===== config.mk =====
export PLATFORM = sky130hd
export DESIGN_NAME = cpu_ctrl_fsm
export DESIGN_NICKNAME = d
export VERILOG_FILES = /design/src/rtl/cpu_ctrl_fsm.sv
export SDC_FILE = /design/constraint.sdc
export NUM_CORES = 1
export LEC_CHECK = 0
export CORE_UTILIZATION = 49
export DETAILED_ROUTE_END_ITERATION = 8
export PLACE_DENSITY = 0.83
export SYNTH_ARGS = -nofsm -noshare
export SYNTH_HDL_FRONTEND = slang
export SYNTH_SLANG_ARGS = --single-unit

===== constraint.sdc =====
create_clock -name clk -period 3.5 [get_ports clk]
set_input_delay 0.7 -clock clk [delete_from_list [all_inputs] [get_ports clk]]
set_output_delay 0.7 -clock clk [all_outputs]
set_load 0.05 [all_outputs]

===== src/rtl/cpu_ctrl_fsm.sv =====
// ---------------------------------------------------------------------------
// cpu_ctrl_fsm
// Multi-cycle control unit for the 8-bit RISC core. Sequences
// FETCH -> DECODE -> EXEC -> (MEM -> (WB)) and drives the PC, IR, regfile,
// ALU and data-memory strobes. HALT and FAULT (memory-wait timeout) are
// terminal states left only through reset.
//
// Strobes are decoded combinationally from the state register, plus opcode/fn/
// flags/mem_ready where the instruction needs them. Because of this, an
// asynchronous reset takes every strobe, including an in-flight mem_req, low
// without waiting for a clock edge.
//
// Optional build macro: CPU_CTRL_RETIRE_CNT_EN
//   Adds a wrapping retired-instruction counter output.
//
// Parameters:
//   MEM_TO  max MEM cycles waiting for mem_ready before FAULT (1..255)
//   CNT_W   width of the retired-instruction counter
//
// Ports:
//   clk        system clock, rising edge
//   rst_n      asynchronous active-low reset
//   run        allow execution, sampled at instruction boundaries
//   opcode     decoded opcode (from registered IR)
//   fn         decoded function field
//   alu_zero   ALU result == 0
//   alu_lt     ALU signed less-than
//   mem_ready  data-memory access complete
//   ir_load    latch instruction into IR
//   pc_en      update PC this cycle
//   pc_src     00 PC+1, 01 PC+branch imm, 10 jump imm
//   alu_op     000 AND, 001 OR, 010 SRL, 011 SLL, 100 ADD, 101 SUB
//   reg_we     regfile write enable
//   wb_sel     0 ALU result, 1 memory data
//   mem_req    data-memory request
//   mem_we     1 store, 0 load (valid with mem_req)
//   retired    retired-instruction count (macro builds only)
//   halted     in HALT state
//   fault      in FAULT state (sticky until reset)
// ---------------------------------------------------------------------------
module cpu_ctrl_fsm #(
  parameter int unsigned MEM_TO = 15,
  parameter int unsigned CNT_W  = 16
) (
  input  logic             clk,
  input  logic             rst_n,
  input  logic             run,
  input  logic [1:0]       opcode,
  input  logic [1:0]       fn,
  input  logic             alu_zero,
  input  logic             alu_lt,
  input  logic             mem_ready,
  output logic             ir_load,
  output logic             pc_en,
  output logic [1:0]       pc_src,
  output logic [2:0]       alu_op,
  output logic             reg_we,
  output logic             wb_sel,
  output logic             mem_req,
  output logic             mem_we,
  output logic             halted,
`ifdef CPU_CTRL_RETIRE_CNT_EN
  output logic [CNT_W-1:0] retired,
`endif
  output logic             fault
);

  localparam int unsigned WAIT_W = 8;
  // Last wait-counter value before the timeout fires on a not-ready cycle.
  localparam logic [WAIT_W-1:0] WAIT_LAST = WAIT_W'(MEM_TO - 1);

  localparam logic [1:0] PC_INC = 2'b00;
  localparam logic [1:0] PC_BR  = 2'b01;
  localparam logic [1:0] PC_JMP = 2'b10;

  localparam logic [2:0] ALU_ADD = 3'b100;
  localparam logic [2:0] ALU_SUB = 3'b101;

  localparam logic [1:0] OP_LOGIC  = 2'b00;
  localparam logic [1:0] OP_BRANCH = 2'b01;
  localparam logic [1:0] OP_MEM    = 2'b10;
  localparam logic [1:0] OP_ARITH  = 2'b11;

  localparam logic [1:0] FN_ADD  = 2'b00;
  localparam logic [1:0] FN_JUMP = 2'b01;
  localparam logic [1:0] FN_SUB  = 2'b10;
  localparam logic [1:0] FN_HALT = 2'b11;

  typedef enum logic [2:0] {
    S_IDLE   = 3'd0,
    S_FETCH  = 3'd1,
    S_DECODE = 3'd2,
    S_EXEC   = 3'd3,
    S_MEM    = 3'd4,
    S_WB     = 3'd5,
    S_HALT   = 3'd6,
    S_FAULT  = 3'd7
  } state_t;

  // Elaboration-time parameter range checks.
  if (MEM_TO == 0 || MEM_TO > 255) begin : g_bad_mem_to
    $error("cpu_ctrl_fsm: MEM_TO must be in 1..255");
  end
  if (CNT_W == 0) begin : g_bad_cnt_w
    $error("cpu_ctrl_fsm: CNT_W must be at least 1");
  end

  state_t            r_state;
  state_t            w_state_nxt;
  state_t            w_boundary;
  logic [WAIT_W-1:0] r_wait_cnt;
  logic [WAIT_W-1:0] w_wait_nxt;

  logic w_op_logic;
  logic w_op_branch;
  logic w_op_mem;
  logic w_is_add;
  logic w_is_sub;
  logic w_is_jump;
  logic w_is_halt;
  logic w_is_store;
  logic w_br_taken;

  // Instruction class decode; opcode/fn come from the registered IR.
  assign w_op_logic  = (opcode == OP_LOGIC);
  assign w_op_branch = (opcode == OP_BRANCH);
  assign w_op_mem    = (opcode == OP_MEM);
  assign w_is_add    = (opcode == OP_ARITH) && (fn == FN_ADD);
  assign w_is_sub    = (opcode == OP_ARITH) && (fn == FN_SUB);
  assign w_is_jump   = (opcode == OP_ARITH) && (fn == FN_JUMP);
  assign w_is_halt   = (opcode == OP_ARITH) && (fn == FN_HALT);
  // fn[1] is a don't-care for branch and memory ops.
  assign w_is_store  = fn[0];
  assign w_br_taken  = fn[0] ? alu_lt : alu_zero;

  // Where an instruction goes once it has finished.
  assign w_boundary  = run ? S_FETCH : S_IDLE;

  // State and wait-counter registers.
  always_ff @(posedge clk or negedge rst_n) begin
    if (!rst_n) begin
      r_state    <= S_IDLE;
      r_wait_cnt <= '0;
    end else begin
      r_state    <= w_state_nxt;
      r_wait_cnt <= w_wait_nxt;
    end
  end

  // Next-state and wait-counter update.
  always_comb begin
    w_state_nxt = r_state;
    w_wait_nxt  = r_wait_cnt;
    case (r_state)
      S_IDLE: begin
        if (run) begin
          w_state_nxt = S_FETCH;
        end
      end
      S_FETCH: begin
        w_state_nxt = S_DECODE;
      end
      S_DECODE: begin
        w_state_nxt = S_EXEC;
      end
      S_EXEC: begin
        if (w_op_mem) begin
          w_state_nxt = S_MEM;
          w_wait_nxt  = '0;
        end else if (w_is_halt) begin
          w_state_nxt = S_HALT;
        end else begin
          w_state_nxt = w_boundary;
        end
      end
      S_MEM: begin
        // mem_ready on the limit cycle still completes the access.
        if (mem_ready) begin
          w_state_nxt = w_is_store ? w_boundary : S_WB;
        end else if (r_wait_cnt == WAIT_LAST) begin
          w_state_nxt = S_FAULT;
        end else begin
          w_wait_nxt = r_wait_cnt + WAIT_W'(1);
        end
      end
      S_WB: begin
        w_state_nxt = w_boundary;
      end
      S_HALT: begin
        w_state_nxt = S_HALT;
      end
      S_FAULT: begin
        w_state_nxt = S_FAULT;
      end
      default: begin
        w_state_nxt = S_IDLE;
      end
    endcase
  end

  // Strobe decode from state (plus instruction fields in EXEC/MEM).
  always_comb begin
    ir_load = 1'b0;
    pc_en   = 1'b0;
    pc_src  = PC_INC;
    alu_op  = 3'b000;
    reg_we  = 1'b0;
    wb_sel  = 1'b0;
    mem_req = 1'b0;
    mem_we  = 1'b0;
    halted  = 1'b0;
    fault   = 1'b0;
    case (r_state)
      S_FETCH: begin
        ir_load = 1'b1;
      end
      S_EXEC: begin
        if (w_op_logic) begin
          alu_op = {1'b0, fn};
          reg_we = 1'b1;
          pc_en  = 1'b1;
        end else if (w_op_branch) begin
          alu_op = ALU_SUB;
          pc_en  = 1'b1;
          pc_src = w_br_taken ? PC_BR : PC_INC;
        end else if (w_op_mem) begin
          alu_op = ALU_ADD;
        end else if (w_is_add) begin
          alu_op = ALU_ADD;
          reg_we = 1'b1;
          pc_en  = 1'b1;
        end else if (w_is_sub) begin
          alu_op = ALU_SUB;
          reg_we = 1'b1;
          pc_en  = 1'b1;
        end else if (w_is_jump) begin
          pc_en  = 1'b1;
          pc_src = PC_JMP;
        end
        // HALT issues no strobes.
      end
      S_MEM: begin
        mem_req = 1'b1;
        mem_we  = w_is_store;
        alu_op  = ALU_ADD;
        // A store retires in MEM; a load retires in WB.
        if (mem_ready && w_is_store) begin
          pc_en = 1'b1;
        end
      end
      S_WB: begin
        reg_we = 1'b1;
        wb_sel = 1'b1;
        pc_en  = 1'b1;
      end
      S_HALT: begin
        halted = 1'b1;
      end
      S_FAULT: begin
        fault = 1'b1;
      end
      default: begin
      end
    endcase
  end

`ifdef CPU_CTRL_RETIRE_CNT_EN
  logic [CNT_W-1:0] r_retired;
  logic             w_retire;

  // Every PC update retires an instruction; HALT retires without one.
  assign w_retire = pc_en | ((r_state == S_EXEC) & w_is_halt);

  // Retired-instruction counter, wraps at all-ones.
  always_ff @(posedge clk or negedge rst_n) begin
    if (!rst_n) begin
      r_retired <= '0;
    end else if (w_retire) begin
      r_retired <= r_retired + CNT_W'(1);
    end
  end

  assign retired = r_retired;
`endif

endmodule

Word level (Yosys, flattened, before mapping)

Index checks and enable logic that the tools add are counted.

Register bits after elaboration: 11
Output and inout bits: 13
Word-level logic and storage cells: 80

Add/sub/neg operators: 1
Equal/unequal tests: 19
Muxes and demuxes: 47
Reduce and logical (&&, ||, !) cells: 11

Operator list:

| cell                                                                  | count |
|---|---|
| 3-bit two-way mux                                                     | 11 |
| 8-bit two-way mux                                                     | 3 |
| 3-bit one-hot mux with 8 select lines                                 | 1 |
| 1-bit two-way mux                                                     | 21 |
| 8-bit one-hot mux with 2 select lines                                 | 1 |
| 2-bit two-way mux                                                     | 7 |
| 3-bit equality test, second input constant                            | 4 |
| 8-bit by 1-bit adder with 8-bit output, second input constant         | 1 |
| 2-bit equality test, second input constant                            | 4 |
| 8-bit by 4-bit equality test with 1-bit output, second input constant | 1 |
| 2-bit != test, second input constant                                  | 4 |
| 3-bit by 2-bit equality test with 1-bit output, second input constant | 2 |
| 3-bit one-hot mux with 2 select lines                                 | 1 |
| 1-bit logical AND                                                     | 5 |
| 2-bit by 1-bit equality test with 1-bit output, second input constant | 2 |
| 2-bit zero test                                                       | 2 |
| 4-bit AND reduction                                                   | 1 |
| 3-bit by 1-bit equality test with 1-bit output, second input constant | 1 |
| 3-bit zero test                                                       | 1 |
| 3-bit != test, second input constant                                  | 1 |
| 1-bit one-hot mux with 3 select lines                                 | 1 |
| 1-bit one-hot mux with 2 select lines                                 | 1 |
| 2-bit AND reduction                                                   | 1 |
| 2-bit nonzero test                                                    | 1 |

Longest topological paths before layout

Gate-level depths: netlist of the first run.

Depth in word-level cells: 9
Gate-level depth with buffers: 7
Depth with buffers taken out: 6

Worst setup path after synthesis of the first run

No wires, ideal clock.

Path kind: input port to output port
From: input port fn[0]
To: output port pc_src[0]
Data arrival time: 2453 ps
Data required time: 2800 ps
Slack: 347 ps
Cell stages on the path: 3
Path buffers: 1
Cells stage by stage: clkbuf_1 -> mux2i_1 -> nor4_1

Word-level cells in the longest chain between the ends: 8
Elaborated cells on any way between the ends: 12
Those cells by class: eq/ne (1); mux (8); reduce/logical (3)

Ends and longest elaborated chain:

| what                  | line | RTL |
|---|---|---|
| from (decl)           | 49   | `input logic [1:0] fn,` |
| 2-bit equality test   | 129  | `assign w_is_sub = (opcode == OP_ARITH) && (fn == FN_SUB);` |
| 1-bit logical AND     | 129  |  |
| 2-bit two-way mux     | 232  | `end else if (w_is_sub) begin` |
| 2-bit two-way mux     | 228  | `end else if (w_is_add) begin` |
| 2-bit two-way mux     | 226  | `end else if (w_op_mem) begin` |
| 2-bit two-way mux (*) | 222  | `end else if (w_op_branch) begin` |
| 2-bit two-way mux (*) | 218  | `if (w_op_logic) begin` |
| 2-bit two-way mux (*) | 213  | `case (r_state)` |
| to (decl)             | 55   | `output logic [1:0] pc_src,` |

Mark *: on every way between the ends. The rest lies on a longest branch, timed or not.

Worst setup path after layout of the first run

From: register r_state[2]
To: output port mem_we

Word-level cells in the longest chain between the ends: 2

Ends and longest elaborated chain:

| what                   | line | RTL |
|---|---|---|
| from (decl)            | 108  | `state_t r_state;` |
| from (signal assigned) | 145  | `r_state <= w_state_nxt;` |
| 3-bit equality test    | 213  |  |
| 1-bit two-way mux      | 213  |  |
| to (decl)              | 60   | `output logic mem_we,` |

No other way between the ends.

==> reports/qor.csv, run 1 <==
stage,metric,value,unit
power,ir_drop,0.652,mV
power,powerDensity,678,nW/um2
floorplanning,dieArea,1740,um2
cts,postCtsSetupBuffers,0,
worst_setup_path,cp-startpoint,r_state[2],
worst_setup_path,critPathArrivalTime,2510,ps
yosys,synth_cell_types,31,
worst_hold_path,hold_path_startpoint,r_wait_cnt[7],
yosys,netlist_area,772,um2
drt,vias,798,
drt,first_iter_violations,22,
worst_setup_path,slowest_delay,790,ps
sta,setup_viol,0,
cts,htreeDepth,1,
cells_and_area,nFillCells,115,
cells_and_area,area_growth,30.3,%
cts,cts_buffers,3,
cells_and_area,regArea,275,um2
drt,drtPass1Iterations,4,
cells_and_area,drive_gt1_share,8.62,%
worst_setup_path,critPathMaxFanout,8,
drt,drc,0,
cts,cts_buffer_depth,2,
worst_setup_path,critPathLaunchType,flop,
yosys,syn-num-nets,106,
placement,io_buffers,22,
cells_and_area,layout.cells.most_common,clkdlybuf4s50_1,
cells_and_area,post-route-util,72.8,%
sta,setup_tns,0,ps
cts,clk_pin_slew,70,ps
cells_and_area,multi_input_area,455,um2
cts,cts_tree,built,
drt,vias_per_cell,6.09,
sta,hold_violations,0,
yosys,ys_ff_latch,11,
cts,clock_sinks,11,
grt,grt_max_degree,12,
worst_setup_path,path_common_cell,inv_1,
grt,grt.total_usage,23.3,%
yosys,synth_cells,94,
power,power.leakage,0.433,nW
status,status,"finished, final reports clean",
sta,max_clock_freq,312,MHz
worst_setup_path,cp.required,2800,ps
floorplanning,die_y,41.7,um
floorplanning,num_io_pins,23,
cells_and_area,final_cell_mix,"18 x clkdlybuf4s50_1, 11 x dfrtp_1, 10 x a21oi_1",
cts,clk-insertion-delay-late,280,ps
placement,gp_congestion,0.808,
drt,ant_nets,0,
cts,ctsResizeCount,0,
flow_run,maxCapViolations,0,
grt,grt_remaining_overflow,0,
placement,post_dp_cell_area,978,um2
drt,routedWlPerCell,13.8,um
cts,root_buffer,clkbuf_4,
sta,drv_slew,0,
yosys,yosysSeqAreaShare,35.7,%
sta,rsz0062_at_grt,no,
placement,dpl.hpwl,1350,um
worst_hold_path,holdPathStages,1,
worst_hold_path,hp-class,flop to flop,
yosys,syn_area_per_cell,8.21,um2
drt,drt-total-wl,1800,um
sta,fin_crit,3210,ps
worst_setup_path,worstReg2RegStart,r_state[2],
yosys,ys_warn_count,0,
worst_setup_path,worstRegToRegCells,6,
worst_setup_path,crit_path_end_kind,primary output,
cells_and_area,postLayoutCellArea,1010,um2
sta,tightest_slew,506,ps
floorplanning,coreArea,1380,um2
floorplanning,initial_core_util,55.8,%
grt,grt_pass1_wl,3110,um
floorplanning,num_rows,13,
worst_setup_path,critPathKind,flop to primary output,
cells_and_area,final_nets,129,
worst_setup_path,cp_slowest_cell,clkdlybuf4s50_1,
grt,antenna_found_initial,0,
floorplanning,die_w,41.7,um
sta,slew_headroom,66.2,%
sta,fin_worst_skew,2.49,ps
cts,postCtsHoldBufs,0,
grt,grt_pass1_vias,747,
sta,finalCritPeriodShare,91.6,%
worst_setup_path,cp_cell_sequence,inv_1 -> or3_1 -> inv_1 -> and2_1 -> clkdlybuf4s50_1,
cells_and_area,diodes,0,
==> Yosys cell counts <==
library cell  number  area [um2]
nand3_1            4        20.0
mux2_4             1        15.0
o21a_1             2        15.0
ha_1               2        25.0
a22o_1             1        8.76
a211oi_1           1        7.51
nand2b_1           3        18.8
or4_1              1        7.51
a41oi_1            2        17.5
and2_1             2        12.5
dfrtp_1           11         275
nor3b_1            3        22.5
inv_1              5        18.8
and3_1             3        18.8
a21oi_1           10        50.1
or4b_1             1        10.0
or3_1              1        6.26
nand2_1            9        33.8
a31oi_1            5        31.3
clkbuf_1           3        11.3
nor3_1             2        10.0
o311a_1            1        10.0
nor2_1             9        33.8
o31ai_1            1        7.51
buf_6              1        11.3
o21ai_0            4        20.0
nor4_1             2        12.5
o22ai_1            1        6.26
a31o_4             1        17.5
o21bai_1           1        7.51
mux2i_1            1        10.0
==> critical path, delay by kind of cell, from the launching register on <==
kind / cells / cell delay (ps)
buf+inv: 3 / 1150
flops: 1 / 420
simple gates: 2 / 640
==> per-layer routing <==
metal	up-vias	track usage, %	share of wire, %
li1	393	-	-
met1	365	27.4	41
met2	33	37.5	49
met3	7	4.78	6.8
met4	0	16.1	3.1
met5	-	0	0
==> where the power goes <==
| part | internal [mW] | total, mW | switching, mW |
|---|---|---|---|
| Sequential | 0.151 | 0.196 | 0.0444 |
| Combinational | 0.137 | 0.395 | 0.258 |
| Clock | 0.0426 | 0.0909 | 0.0483 |
| Total | 0.331 | 0.682 | 0.351 |
==> stage by stage <==
| step | hold slack, ps | cells | power, mW | setup slack [ps] |
|---|---|---|---|---|
| 2_1_floorplan | 404 | 94 | 0.482 | 347 |
| 3_3_place_gp | 483 | 127 | 0.589 | 360 |
| 3_5_place_dp | 480 | 127 | 0.594 | 324 |
| 4_1_cts | 492 | 131 | 0.682 | 302 |
| 5_1_grt | 513 | 131 | 0.719 | 157 |
| 6_report | 491 | 131 | 0.682 | 293 |
==> area by class of cell <==
type	count	share of cell area (%)
multi-input cells	74	45.3
flip-flops and latches	11	27.4
repair buffers	22	20.9
clock buffers	3	2.24
inverters	5	1.87
well taps	15	1.87
clock inverters	1	0.498
==> cells by family after synthesis <==
family	synth area share (%)
muxes	3.24
DFF	35.7
AOI/OAI and AO/OA	25.8
buffers and inverters	5.35
adders and majority gates	3.24
and+or+nand+nor	26.7
==> final timing paths <==
kind / endpoint / slack (ps)
max in group asynchronous: r_wait_cnt[7] / 2430
setup / recovery: mem_we / 290
min in group asynchronous: r_wait_cnt[1] / 740
hold / removal: r_wait_cnt[7] / 490
hold reg to reg: r_wait_cnt[7] / 490
setup reg to reg: r_wait_cnt[1] / 1170
==> flip-flops by register name, summed over array words and instances (netlist names) <==
name        flops
r_state         3
r_wait_cnt      8
(Power assumes the default switching activity.)
==> inputs of run 2 (changes only) <==
--- a/config.mk
+++ b/config.mk
@@ -5,9 +5,10 @@
 export SDC_FILE = /design/constraint.sdc
 export NUM_CORES = 1
 export LEC_CHECK = 0
-export CORE_UTILIZATION = 49
+export CORE_UTILIZATION = 54
 export DETAILED_ROUTE_END_ITERATION = 8
-export PLACE_DENSITY = 0.83
+export DONT_BUFFER_PORTS = 1
+export PLACE_DENSITY = 0.72
 export SYNTH_ARGS = -nofsm -noshare
 export SYNTH_HDL_FRONTEND = slang
 export SYNTH_SLANG_ARGS = --single-unit
==> constraint.sdc (replaced) <==
create_clock -name clk -period 2.7 [get_ports clk]
set_input_delay 0.54 -clock clk [delete_from_list [all_inputs] [get_ports clk]]
set_output_delay 0.54 -clock clk [all_outputs]
set_load 0.05 [all_outputs]
==> run 2 against run 1 <==
  * Cell area decreased by 9.5%
  * Power increased by 25%
  * Via count decreased by 8.8%
  * Sequential power increased by 31%
  * Die area decreased by 8.8%
  * Utilization decreased by 3.6 points
  * Clock power increased by 29%
  * Flip-flop and latch count unchanged
  * Critical path depth unchanged
  * Non-clock buffer count decreased by 11
  * Highest routed layer unchanged
==> reports/qor.csv, run 2 (synthesis gave the netlist of run 1 again) <==
stage,metric,value,unit
cts,ctsResizeCount,0,
grt,grt_pass1_wl,2590,um
flow_run,maxCapViolations,0,
cts,cts_buffer_depth,2,
sta,rsz0062_at_grt,no,
sta,drv_slew,0,
sta,fin_worst_skew,0.202,ps
worst_setup_path,reg2reg_to,r_wait_cnt[1],
worst_setup_path,cp.required,2160,ps
power,power.leakage,0.408,nW
worst_setup_path,cp_cell_sequence,inv_1 -> or3_1 -> inv_1 -> and2_1 -> buf_4,
placement,dpl.hpwl,1230,um
placement,gp_congestion,0.800,
floorplanning,num_rows,13,
drt,vias,728,
drt,drt-total-wl,1740,um
sta,fin_crit,2410,ps
worst_setup_path,critPathLaunchType,flop,
drt,drc,0,
grt,grt_remaining_overflow,0,
cts,clock_sinks,11,
worst_setup_path,critPathKind,flop to primary output,
drt,vias_per_cell,6.07,
floorplanning,num_io_pins,23,
power,switchingPower,0.453,mW
worst_hold_path,hp-class,input pin to flop,
placement,io_buffers,0,
worst_hold_path,hold_path_startpoint,mem_ready,
worst_setup_path,critPathArrivalTime,1870,ps
cells_and_area,postLayoutCellArea,911,um2
cells_and_area,area_growth,18.0,%
worst_setup_path,critical-path-top-delay-family,simple AND/OR/NAND/NOR gates,
cells_and_area,drive_gt1_share,20.0,%
power,p_int,0.398,mW
worst_hold_path,hold_path_end,r_state[1],
floorplanning,dieArea,1580,um2
worst_setup_path,worstReg2RegStart,r_state[2],
power,powerDensity,934,nW/um2
sta,tightest_slew,825,ps
power,clkPwrFrac,13.7,%
worst_setup_path,critPathMaxFanout,8,
sta,setup_viol,0,
sta,finalCritPeriodShare,89.1,%
cells_and_area,post-route-util,69.1,%
worst_setup_path,ff2ff_setup_slack,380,ps
power,ir_drop,0.677,mV
cells_and_area,final_nets,118,
cts,clk-insertion-delay-late,270,ps
sta,max_clock_freq,415,MHz
power,p_seq_share,30.1,%
cts,root_buffer,clkbuf_4,
drt,drtPass1Iterations,4,
worst_setup_path,worst-path-buf-inv,3,
cts,htreeDepth,1,
sta,setup_tns,0,ps
sta,slew_headroom,44.8,%
cells_and_area,final_cell_mix,"11 x dfrtp_1, 10 x a21oi_1, 10 x buf_4",
worst_setup_path,path_common_cell,inv_1,
floorplanning,die_w,39.8,um
grt,grt_max_degree,12,
worst_setup_path,worstRegToRegCells,6,
floorplanning,initial_core_util,58.6,%
cells_and_area,layout.cells.most_common,dfrtp_1,
floorplanning,die_y,39.8,um
cells_and_area,reg.largest.list,"r_wait_cnt: 8 flops, r_state: 3 flops",
worst_setup_path,crit_path_end_kind,primary output,
cts,cts_tree,built,
drt,routedWlPerCell,14.5,um
power,p_comb_share,56.2,%
cells_and_area,regMostFlops,r_wait_cnt,
grt,grt_pass1_vias,604,
grt,antenna_found_initial,0,
cells_and_area,largest_reg_flops,8,
worst_setup_path,cp_slowest_cell,or3_1,
cts,cts_buffers,3,
worst_setup_path,slowest_delay,480,ps
power,swShare,53.2,%
status,status,"finished, final reports clean",
cells_and_area,diodes,0,
cts,postCtsHoldBufs,1,
drt,first_iter_violations,24,
cts,clk_pin_slew,70,ps
power,total_power,0.851,mW
grt,grt.total_usage,25.1,%
cts,postCtsSetupBuffers,0,
sta,hold_violations,0,
floorplanning,coreArea,1320,um2
placement,post_dp_cell_area,875,um2
worst_hold_path,holdPathStages,2,
drt,ant_nets,0,
## run 2: changes by cell type in the layout (fill, tap and decap cells not counted), moves of 3 or more
cell and delta:
clkdlybuf4s50_1 -18, buf_4 +6, nor3b_1 -3, nor3b_2 +3
## run 2: worst max-delay path by stage
stage / slack (ps) / end / depth (start not counted) / start
after global routing: 160 / mem_we / 5 / r_state[2]
after CTS: 280 / mem_we / 5 / r_state[2]
after global placement: 470 / r_wait_cnt[1] / 6 / r_wait_cnt[0]
after floorplan: 40 / pc_src[1] / 3 / fn[0]
after detailed placement: 400 / r_wait_cnt[1] / 6 / r_state[2]
final: 290 / mem_we / 5 / r_state[2]
## run 2: metrics by stage
step | hold WS [ps] | cells | setup slack, ps
finish | 446 | 120 | 293
global route | 441 | 120 | 164
global placement | 245 | 115 | 470
detailed placement | 245 | 115 | 396
CTS | 431 | 120 | 282
floorplan | 244 | 94 | 40.8
## run 2: final cells by class
| cell class | instances | area, um2 |
|---|---|---|
| Fill cell | 108 | 407 |
| Sequential cell | 11 | 275 |
| Multi-Input combinational cell | 74 | 487 |
| Clock buffer | 4 | 26.3 |
| Timing Repair Buffer | 11 | 85.1 |
| Tap cell | 15 | 18.8 |
| Inverter | 5 | 18.8 |
## run 2: power groups by stage
stage                     clock [mW]  combinational (mW)  sequential [mW]
after detailed placement           0               0.475            0.258
final                          0.117               0.478            0.257
after global placement             0               0.471            0.255
after CTS                      0.122               0.480            0.254
after global routing           0.126               0.510            0.263
after floorplan                    0               0.413            0.217
## run 2: metal layers
metal | vias to the layer above | track usage, % | wire, um
met3 | 2 | 4.55 | 106
met4 | 0 | 15.5 | 16
met2 | 38 | 38.1 | 798
li1 | 365 | - | -
met1 | 323 | 32.3 | 820
met5 | - | 0 | 0
